**src/rtl/logic_unit_pipe_pkg.sv**
```systemverilog
// Shared definitions for the pipelined logic unit.
// Op encodings, op field width and default datapath width.
package logic_unit_pipe_pkg;

    localparam int LOP_W         = 3;
    localparam int DEFAULT_WIDTH = 32;

    localparam logic [LOP_W-1:0] LOP_OR    = 3'd0;
    localparam logic [LOP_W-1:0] LOP_AND   = 3'd1;
    localparam logic [LOP_W-1:0] LOP_XOR   = 3'd2;
    localparam logic [LOP_W-1:0] LOP_NOR   = 3'd3;
    localparam logic [LOP_W-1:0] LOP_ANDN  = 3'd4;
    localparam logic [LOP_W-1:0] LOP_ORN   = 3'd5;
    localparam logic [LOP_W-1:0] LOP_XNOR  = 3'd6;
    localparam logic [LOP_W-1:0] LOP_REDOR = 3'd7;

endpackage

```
**src/rtl/logic_unit_pipe_op.sv**
```systemverilog
// Combinational bitwise op block: (op, a, b) -> result.
// Ports: op (3b select), a/b (WIDTH operands), result (WIDTH).
module logic_op_comb
    import logic_unit_pipe_pkg::*;
#(
    parameter int WIDTH = DEFAULT_WIDTH
) (
    input  logic [LOP_W-1:0] op,
    input  logic [WIDTH-1:0] a,
    input  logic [WIDTH-1:0] b,
    output logic [WIDTH-1:0] result
);

    always_comb begin
        result = '0;
        unique case (op)
            LOP_OR:    result = a | b;
            LOP_AND:   result = a & b;
            LOP_XOR:   result = a ^ b;
            LOP_NOR:   result = ~(a | b);
            LOP_ANDN:  result = a & ~b;
            LOP_ORN:   result = a | ~b;
            LOP_XNOR:  result = ~(a ^ b);
            LOP_REDOR: result[0] = |a;
            default:   result = '0;
        endcase
    end

endmodule

```
**src/rtl/logic_unit_pipe.sv**
```systemverilog
// Two-stage pipelined logic unit with valid/ready on both sides.
// Ports: clk, rst_n, in_valid/in_ready/in_op/in_a/in_b,
//        out_valid/out_ready/out_result/out_zero, op_count.
module logic_unit_pipe
    import logic_unit_pipe_pkg::*;
#(
    parameter int WIDTH = DEFAULT_WIDTH,
    parameter int CNT_W = 16
) (
    input  logic             clk,
    input  logic             rst_n,
    input  logic             in_valid,
    output logic             in_ready,
    input  logic [LOP_W-1:0] in_op,
    input  logic [WIDTH-1:0] in_a,
    input  logic [WIDTH-1:0] in_b,
    output logic             out_valid,
    input  logic             out_ready,
    output logic [WIDTH-1:0] out_result,
    output logic             out_zero,
    output logic [CNT_W-1:0] op_count
);

    logic             s1_valid;
    logic [LOP_W-1:0] s1_op;
    logic [WIDTH-1:0] s1_a;
    logic [WIDTH-1:0] s1_b;
    logic             s2_valid;
    logic [WIDTH-1:0] s1_res;

    logic s2_load;
    logic s1_adv;
    logic accept;
    logic handoff;

    // Ready chain flows backward from out_ready only, never from in_valid.
    assign s2_load  = !s2_valid || out_ready;
    assign s1_adv   = s1_valid && s2_load;
    assign in_ready = !s1_valid || s1_adv;
    assign accept   = in_valid && in_ready;
    assign handoff  = s2_valid && out_ready;

    assign out_valid = s2_valid;

    logic_op_comb #(
        .WIDTH(WIDTH)
    ) u_op (
        .op    (s1_op),
        .a     (s1_a),
        .b     (s1_b),
        .result(s1_res)
    );

    always_ff @(posedge clk or negedge rst_n) begin
        if (!rst_n) begin
            s1_valid <= 1'b0;
            s1_op    <= '0;
            s1_a     <= '0;
            s1_b     <= '0;
        end else if (accept) begin
            s1_valid <= 1'b1;
            s1_op    <= in_op;
            s1_a     <= in_a;
            s1_b     <= in_b;
        end else if (s1_adv) begin
            s1_valid <= 1'b0;
        end
    end

    always_ff @(posedge clk or negedge rst_n) begin
        if (!rst_n) begin
            s2_valid   <= 1'b0;
            out_result <= '0;
            out_zero   <= 1'b1;
        end else if (s1_adv) begin
            s2_valid   <= 1'b1;
            out_result <= s1_res;
            out_zero   <= (s1_res == '0);
        end else if (handoff) begin
            s2_valid   <= 1'b0;
        end
    end

    always_ff @(posedge clk or negedge rst_n) begin
        if (!rst_n) begin
            op_count <= '0;
        end else if (handoff && (op_count != '1)) begin
            op_count <= op_count + 1'b1;
        end
    end

endmodule

```
**config.mk**
```make
export PLATFORM = sky130hd
export DESIGN_NAME = logic_unit_pipe
export DESIGN_NICKNAME = d
export VERILOG_FILES = /design/src/rtl/logic_unit_pipe_pkg.sv /design/src/rtl/logic_unit_pipe_op.sv /design/src/rtl/logic_unit_pipe.sv
export SDC_FILE = /design/constraint.sdc
export NUM_CORES = 1
export LEC_CHECK = 0
export ABC_CLOCK_PERIOD_IN_PS = 4600
export CAP_MARGIN = 20
export CORE_ASPECT_RATIO = 0.75
export CORE_UTILIZATION = 45
export CTS_CLUSTER_DIAMETER = 100
export DETAILED_ROUTE_END_ITERATION = 8
export PLACE_DENSITY = 0.68
export SLEW_MARGIN = 40
export SYNTH_ARGS = -nofsm -noshare
export SYNTH_HDL_FRONTEND = slang
export SYNTH_SLANG_ARGS = --single-unit
export TNS_END_PERCENT = 20
```
**constraint.sdc**
```tcl
create_clock -name clk -period 4.6 [get_ports clk]
set_clock_uncertainty 0.05 [all_clocks]
set_input_delay 0.92 -clock clk [delete_from_list [all_inputs] [get_ports clk]]
set_output_delay 0.92 -clock clk [all_outputs]
set_load 0.01 [all_outputs]
```
# Word-level counts from Yosys, hierarchy flattened
# Cells that the tools add are included.
# Widths: inputs -> output; s select.
# op_classes
addsub,1
mul,0
div,0
n_lt_le_gt_ge,0
n_eq_ne,8
n_shift,0
n_mux,6
bitwise_logic,8
reduce_logical,13
# op_table
op,count
$pmux 31 s7,1
$not 32->32,3
$and 32x32->32,2
$or 32x32->32,2
$logic_not 32->1,1
$reduce_or 32->1,1
$xor 32x32->32,1
$add 16x1->16 const B,1
$ne 16x16->1 const B,1
$eq 3x3->1 const B,4
$pmux 1 s8,1
$eq 3x2->1 const B,2
$logic_and 1x1->1,4
$mux 1,4
$reduce_bool 2->1,2
$eq 3x1->1 const B,1
$logic_not 3->1,1
$logic_not 1->1,2
$logic_or 1x1->1,2
# totals
ff_bits,118
latch_bits,0
mem_bits_rw,0
rom_bits,0
in_bits,71
out_inout_bits,51
word_cells,44
mem_count,0

# Logic depth before layout (Yosys ltp)
# Gate-level depths: netlist (run 1).
# logic_depth
depth_word,6
ltp_mapped,12

# Modules after synthesis
# From an unflattened synthesis (run 1), not the netlist that was laid out.
# hier_totals
cells_unflattened,804
area_unflattened_um2,8593.2
# by_module_without_submodules
module,n_inst,cells_per_inst,area_each_um2
logic_unit_pipe,1,304,4689.5
logic_op_comb,1,500,3903.7

# Worst setup path after synthesis (run 1)
# OpenSTA, ideal clock, no wires.
# synth_timing
path_type,input to register
from,in out_ready
to,reg s1_a[29]
arrival_time_ns,2.216
setup_slack_ns,2.209
stages,5
path_buffers,2
path_cell_list,nand3b_1 -> nand2_1 -> clkbuf_1 -> buf_2 -> mux2_2
# synth_via
elab_chain_len,4
# synth_lines
item,line,source
start: declaration,logic_unit_pipe.sv:18,"input logic out_ready,"
$logic_or 1x1->1,logic_unit_pipe.sv:37,assign s2_load = !s2_valid || out_ready;
$logic_and 1x1->1,logic_unit_pipe.sv:38,assign s1_adv = s1_valid && s2_load;
$logic_or 1x1->1,logic_unit_pipe.sv:39,assign in_ready = !s1_valid || s1_adv;
$logic_and 1x1->1,logic_unit_pipe.sv:40,assign accept = in_valid && in_ready;
end signal: assignment,logic_unit_pipe.sv:63,s1_a <= in_a;
end: declaration,logic_unit_pipe.sv:26,logic [WIDTH-1:0] s1_a;
# Every way passes these cells.
# A chain may end at the register's enable or synchronous reset.

# Worst setup path after layout (run 1)
# layout_timing
from,in out_ready
to,out in_ready
# layout_via
elab_chain_len,3
# layout_lines
item,line,source
$logic_or 1x1->1,logic_unit_pipe.sv:37,
$logic_and 1x1->1,logic_unit_pipe.sv:38,
$logic_or 1x1->1,logic_unit_pipe.sv:39,
end: declaration,logic_unit_pipe.sv:13,"output logic in_ready,"
# Every way passes these cells.

==> flow_metrics.env, run 1 <==
export IMPL_synth_compound_area_share_pct=12.5
export IMPL_antenna_found_initial=0
export IMPL_seq_power_share_pct=34.1
export IMPL_p_int_mw=2.86
export IMPL_crit_end="in_ready"
export IMPL_power_frac_comb_pct=35.2
export IMPL_dp_cells=1164
export IMPL_coreArea_um2=18000
export IMPL_timing_critical_path_from_type="primary input"
export IMPL_wl_met1_um=10600
export IMPL_grt_use_total_pct=22.5
export IMPL_synth_top_family_by_area="adder cells"
export IMPL_cts_inserted_buffers=17
export IMPL_start_util_pct=46.9
export IMPL_rsz0062_at_grt="false"
export IMPL_drt_total_wl_um=20600
export IMPL_ioPinCount=122
export IMPL_met3WireLength_um=1220
export IMPL_post_cts_resized=0
export IMPL_slew_violations=0
export IMPL_power_leakage_nw=4.71
export IMPL_layout_common_cells="ha_1, clkdlybuf4s50_1, dfrtp_1"
export IMPL_pwr_share_clk_pct=30.7
export IMPL_end_kind="output port"
export IMPL_worst_slack_ns=1.38
export IMPL_finalNonFillerCells=1196
export IMPL_vias_per_cell=5.43
export IMPL_crit_required_ns=3.63
export IMPL_hold_path_class="reg -> reg"
export IMPL_reg2reg_from="s1_op[2]$_DFFE_PN0P_"
export IMPL_synth_avg_cell_area_um2=10.1
export IMPL_fmax_mhz=311
export IMPL_tightest_slew_ns=0.715
export IMPL_synth_cell_types=69
export IMPL_grt_max_degree=76
export IMPL_synthMuxAreaShare_pct=12.7
export IMPL_highest_layer="met4"
export IMPL_syn_inst=839
export IMPL_fin_crit_ns=3.22
export IMPL_drive_gt1_share_pct=14.5
export IMPL_die_w_um=160
export IMPL_clock_path_buffers=2
export IMPL_async_flop_share_pct=100
export IMPL_fin_crit_sh_pct=69.9
export IMPL_ff2ff_setup_slack_ns=1.61
export IMPL_drtAntennaViolNets=0
export IMPL_cts_sinks=118
export IMPL_finalSetupViolations=0
export IMPL_dieArea_um2=19300
export IMPL_yosys_area_share_simple_pct=10.0
export IMPL_grt_pass1_wl_um=33500
export IMPL_die_h_um=121
export IMPL_ys_flop_type="dfrtp_1"
export IMPL_synth_xor_area_share_pct=3.82
export IMPL_synthesis_area_um2=8450
export IMPL_swShare_pct=36.1
export IMPL_fin_tns_setup_ns=0
export IMPL_clkTransAtPathRegs_ns=0.06
export IMPL_ctsHtreeMaxLevel=4
export IMPL_wl_per_cell_um=17.2
export IMPL_finalWeightedCongestion=0.847
export IMPL_worstReg2RegEnd="out_zero$_DFFE_PN1P_"
export IMPL_drtIter0Drc=472
export IMPL_ys_ff_latch=118
export IMPL_route_met2_wl_um=8550
export IMPL_drc=0
export IMPL_area_growth_pct=22.8
export IMPL_drt_pass1_iterations=5
export IMPL_rows=42
export IMPL_finalHoldViolCount=0
export IMPL_cp_max_fo=5
export IMPL_final_common_cell="ha_1"
export IMPL_post_cts_buffers=0
export IMPL_clk_latency_ns=0.43
export IMPL_synth_fa_ha_area_share_pct=19.1
export IMPL_startpoint="out_ready"
export IMPL_slew_headroom_pct=52.3
export IMPL_grt_pass1_vias=6126
export IMPL_maxCapViolations=0
export IMPL_vias=6491
export IMPL_ctsRootBufferMaster="clkbuf_16"
export IMPL_numPortBuffers=121
export IMPL_outcome="completed"
export IMPL_layout_nets=1141
export IMPL_place_ws_ns=1.40
export IMPL_vdd_ir_drop_max_v=0.000236
export IMPL_critPathKind="in -> out"
export IMPL_post_dp_hpwl_um=15000
export IMPL_insertedDiodeCount=0
export IMPL_power_density_nw_per_um2=432
export IMPL_grt_overflow_total=0
export IMPL_power_mw=4.48
export IMPL_cp_arrival_ns=2.25
export IMPL_synth_edf_count=0
export IMPL_yosysWarnings=0
export IMPL_synthesis_nets=1039
export IMPL_cts_hold_buf=0
export IMPL_whs_ns=0.432
export IMPL_ys_seq_area_share_pct=35.0
export IMPL_power_switching_mw=1.62
export IMPL_cts_tree="yes"
export IMPL_r2r_worst_path_cells=8
## power groups by stage
stage	sequential (mW)	clock (mW)	combinational [mW]
finish	1.53	1.38	1.58
floorplan	1.50	0	0.953
global placement	1.53	0	1.52
detailed placement	1.54	0	1.56
global route	1.57	1.45	1.74
CTS	1.52	1.40	1.57
## metal layers
layer / vias to the layer above / global-route usage, %
met1: 3160 / 34.2
met2: 187 / 32.2
met5: - / 0
met4: 0 / 6.07
li1: 3125 / -
met3: 19 / 4.60
## cell type report
type | count | area [µm²]
Tap cell | 242 | 303
Sequential cell | 118 | 2960
Timing Repair Buffer | 129 | 1280
Multi-Input combinational cell | 597 | 4920
Fill cell | 1566 | 7650
Clock buffer | 17 | 425
Inverter | 78 | 298
Clock inverter | 15 | 180
## synth_stat cells, drive strengths merged, types with 14 or more instances
cell | count | area [µm²]
o21ai | 61 | 309
o22ai | 15 | 93.8
xnor2 | 22 | 200
nand2 | 66 | 248
buf | 34 | 233
dfrtp | 117 | 2930
nor2 | 30 | 113
inv | 78 | 298
mux2 | 77 | 867
ha | 129 | 1610
xor2 | 14 | 123
a21oi | 36 | 180
## worst max-delay path: stages
cell and delay (ns):
clkdlybuf4s50_1 0.57, nand3b_1 0.20, clkdlybuf4s50_1 0.56
## worst min-delay path by stage
stage / to / from / slack, ns / depth (start not counted)
final: out_result[10]$_DFFE_PN0P_ / out_result[10]$_DFFE_PN0P_ / 0.43 / 2
after global routing: out_result[10]$_DFFE_PN0P_ / out_result[10]$_DFFE_PN0P_ / 0.47 / 2
after CTS: out_result[10]$_DFFE_PN0P_ / out_result[10]$_DFFE_PN0P_ / 0.44 / 2
after detailed placement: out_result[10]$_DFFE_PN0P_ / out_result[10]$_DFFE_PN0P_ / 0.42 / 2
after global placement: out_result[22]$_DFFE_PN0P_ / out_result[22]$_DFFE_PN0P_ / 0.41 / 1
after floorplan: out_valid$_DFFE_PN0P_ / s1_valid$_DFFE_PN0P_ / 0.41 / 1
## cells by family after synthesis
family	after synthesis
compound gates	167
buf+inv	124
mux	93
simple gates	172
fa+ha+maj	129
flops	118
xor+xnor	36
## stage by stage
step	instance area [µm²]	utilization, %
2_1_floorplan	8450	-
3_3_place_gp	9760	54.2
3_5_place_dp	9770	54.2
4_1_cts	10400	57.5
5_1_grt	10400	57.5
6_report	10400	57.5
## registers in the layout (all words and copies together) (netlist names)
signal,flops
s1_b,32
s1_op,3
s1_a,32
out_zero,1
out_valid,1
s1_valid,1
op_count,16
out_result,32
Note: power is estimated with default switching activity, not from simulation.
==> run 2: changes to the inputs <==
--- a/config.mk
+++ b/config.mk
@@ -5,7 +5,7 @@
 export SDC_FILE = /design/constraint.sdc
 export NUM_CORES = 1
 export LEC_CHECK = 0
-export ABC_CLOCK_PERIOD_IN_PS = 4600
+export ABC_CLOCK_PERIOD_IN_PS = 3200
 export CAP_MARGIN = 20
 export CORE_ASPECT_RATIO = 0.75
 export CORE_UTILIZATION = 45
==> constraint.sdc (replaced) <==
create_clock -name clk -period 3.2 [get_ports clk]
set_clock_uncertainty 0.05 [all_clocks]
set_input_delay 0.64 -clock clk [delete_from_list [all_inputs] [get_ports clk]]
set_output_delay 0.64 -clock clk [all_outputs]
set_load 0.01 [all_outputs]
==> flow_metrics.env, run 2 (synthesis results as in run 1) <==
export IMPL_seqCellArea_um2=2960
export IMPL_die_w_um=160
export IMPL_p_int_mw=4.24
export IMPL_final_common_cell="ha_1"
export IMPL_ioPinCount=122
export IMPL_cts_hold_buf=0
export IMPL_power_density_nw_per_um2=619
export IMPL_worst_slack_ns=0.558
export IMPL_grt_use_total_pct=22.8
export IMPL_critPathKind="in -> out"
export IMPL_multiInputGateArea_um2=4920
export IMPL_drt_pass1_iterations=5
export IMPL_end_kind="output port"
export IMPL_drive_gt1_share_pct=15.9
export IMPL_timing_critical_path_from_type="primary input"
export IMPL_ctsRootBufferMaster="clkbuf_16"
export IMPL_tightest_slew_ns=0.747
export IMPL_layout_common_cells="ha_1, clkdlybuf4s50_1, dfrtp_1"
export IMPL_ctsHtreeMaxLevel=4
export IMPL_antenna_found_initial=0
export IMPL_drtAntennaViolNets=0
export IMPL_vdd_ir_drop_max_v=0.000311
export IMPL_area_growth_pct=24.5
export IMPL_post_cts_buffers=0
export IMPL_die_h_um=121
export IMPL_insertedDiodeCount=0
export IMPL_finalHoldViolCount=0
export IMPL_cp_arrival_ns=1.95
export IMPL_cp_max_fo=5
export IMPL_finalSetupViolations=0
export IMPL_grt_overflow_total=0
export IMPL_finalNonFillerCells=1214
export IMPL_dieArea_um2=19300
export IMPL_crit_required_ns=2.51
export IMPL_hold_path_class="in -> async"
export IMPL_seq_power_share_pct=33.6
export IMPL_cts_sinks=118
export IMPL_worstReg2RegEnd="out_zero$_DFFE_PN1P_"
export IMPL_slew_violations=0
export IMPL_pwr_share_clk_pct=30.5
export IMPL_utilization_pct=58.4
export IMPL_biggestRegsByFlops="out_result x32, s1_a x32, s1_b x32"
export IMPL_power_mw=6.51
export IMPL_grt_pass1_wl_um=33900
export IMPL_place_ws_ns=0.569
export IMPL_power_switching_mw=2.28
export IMPL_grt_pass1_vias=6260
export IMPL_coreArea_um2=18000
export IMPL_start_util_pct=46.9
export IMPL_power_frac_comb_pct=35.9
export IMPL_swShare_pct=34.9
export IMPL_layout_nets=1159
export IMPL_maxCapViolations=0
export IMPL_fill_cells=1562
export IMPL_fmax_mhz=378
export IMPL_fin_tns_setup_ns=0
export IMPL_numPortBuffers=121
export IMPL_drt_total_wl_um=21000
export IMPL_ff2ff_setup_slack_ns=0.56
export IMPL_grt_max_degree=68
export IMPL_drc=0
export IMPL_r2r_worst_path_cells=7
export IMPL_finalWeightedCongestion=0.866
export IMPL_rsz0062_at_grt="false"
export IMPL_wl_per_cell_um=17.3
export IMPL_cts_tree="yes"
export IMPL_fin_crit_ns=2.64
export IMPL_reg2reg_from="s1_op[2]$_DFFE_PN0P_"
export IMPL_vias_per_cell=5.38
export IMPL_outcome="completed"
export IMPL_clock_path_buffers=2
export IMPL_slew_headroom_pct=50.2
export IMPL_vias=6526
export IMPL_clk_latency_ns=0.43
export IMPL_rows=42
export IMPL_cts_inserted_buffers=17
export IMPL_dp_cells=1182
export IMPL_clkTransAtPathRegs_ns=0.06
export IMPL_power_leakage_nw=4.80
export IMPL_post_cts_resized=0
export IMPL_drtIter0Drc=403
export IMPL_post_dp_hpwl_um=15900
export IMPL_fin_crit_sh_pct=82.6
-- run 2: worst max-delay path by stage --
stage,start,endpoint,cells past startpoint
after floorplan,s1_a[3]$_DFFE_PN0P_,out_zero$_DFFE_PN1P_,8
after global placement,out_ready,in_ready,3
after detailed placement,out_ready,in_ready,3
after CTS,out_ready,in_ready,3
after global routing,s1_op[2]$_DFFE_PN0P_,out_zero$_DFFE_PN1P_,8
final,out_ready,in_ready,3
-- run 2: layout make-up --
type	instances	area share (%)
repair buffers	147	13.6
well taps	242	2.88
flip-flops and latches	118	28.1
clock inverters	13	1.59
multi-input cells	597	46.8
clock buffers	19	4.21
inverters	78	2.83
-- run 2: stage by stage --
| step | hold WS (ns) | instance area [µm²] |
|---|---|---|
| 2_1_floorplan | 0.294 | 8450 |
| 3_3_place_gp | 0.415 | 9910 |
| 3_5_place_dp | 0.426 | 9910 |
| 4_1_cts | 0.245 | 10500 |
| 5_1_grt | 0.273 | 10500 |
| 6_report | 0.227 | 10500 |
-- run 2: layer usage --
| layer | share of wire (%) | track usage, % | vias to the layer above | wire, µm |
|---|---|---|---|---|
| met2 | 41 | 32.8 | 208 | 8650 |
| met3 | 6.4 | 5.49 | 28 | 1340 |
| met5 | 0 | 0 | - | 0 |
| li1 | - | - | 3151 | - |
| met4 | 1.4 | 6.13 | 0 | 285 |
| met1 | 51 | 33.8 | 3139 | 10700 |
-- run 2: power by group through the flow --
| stage | sequential [mW] | combinational [mW] | clock, mW |
|---|---|---|---|
| 4_1_cts | 2.18 | 2.33 | 2.02 |
| 6_report | 2.19 | 2.34 | 1.99 |
| 3_5_place_dp | 2.21 | 2.31 | 0 |
| 3_3_place_gp | 2.19 | 2.27 | 0 |
| 5_1_grt | 2.24 | 2.57 | 2.09 |
| 2_1_floorplan | 2.15 | 1.37 | 0 |
-- run 2: worst max-delay path, cell delays in order --
cell and delay (ns):
clkdlybuf4s50_1 0.56, nand3b_1 0.20, clkdlybuf4s50_1 0.56
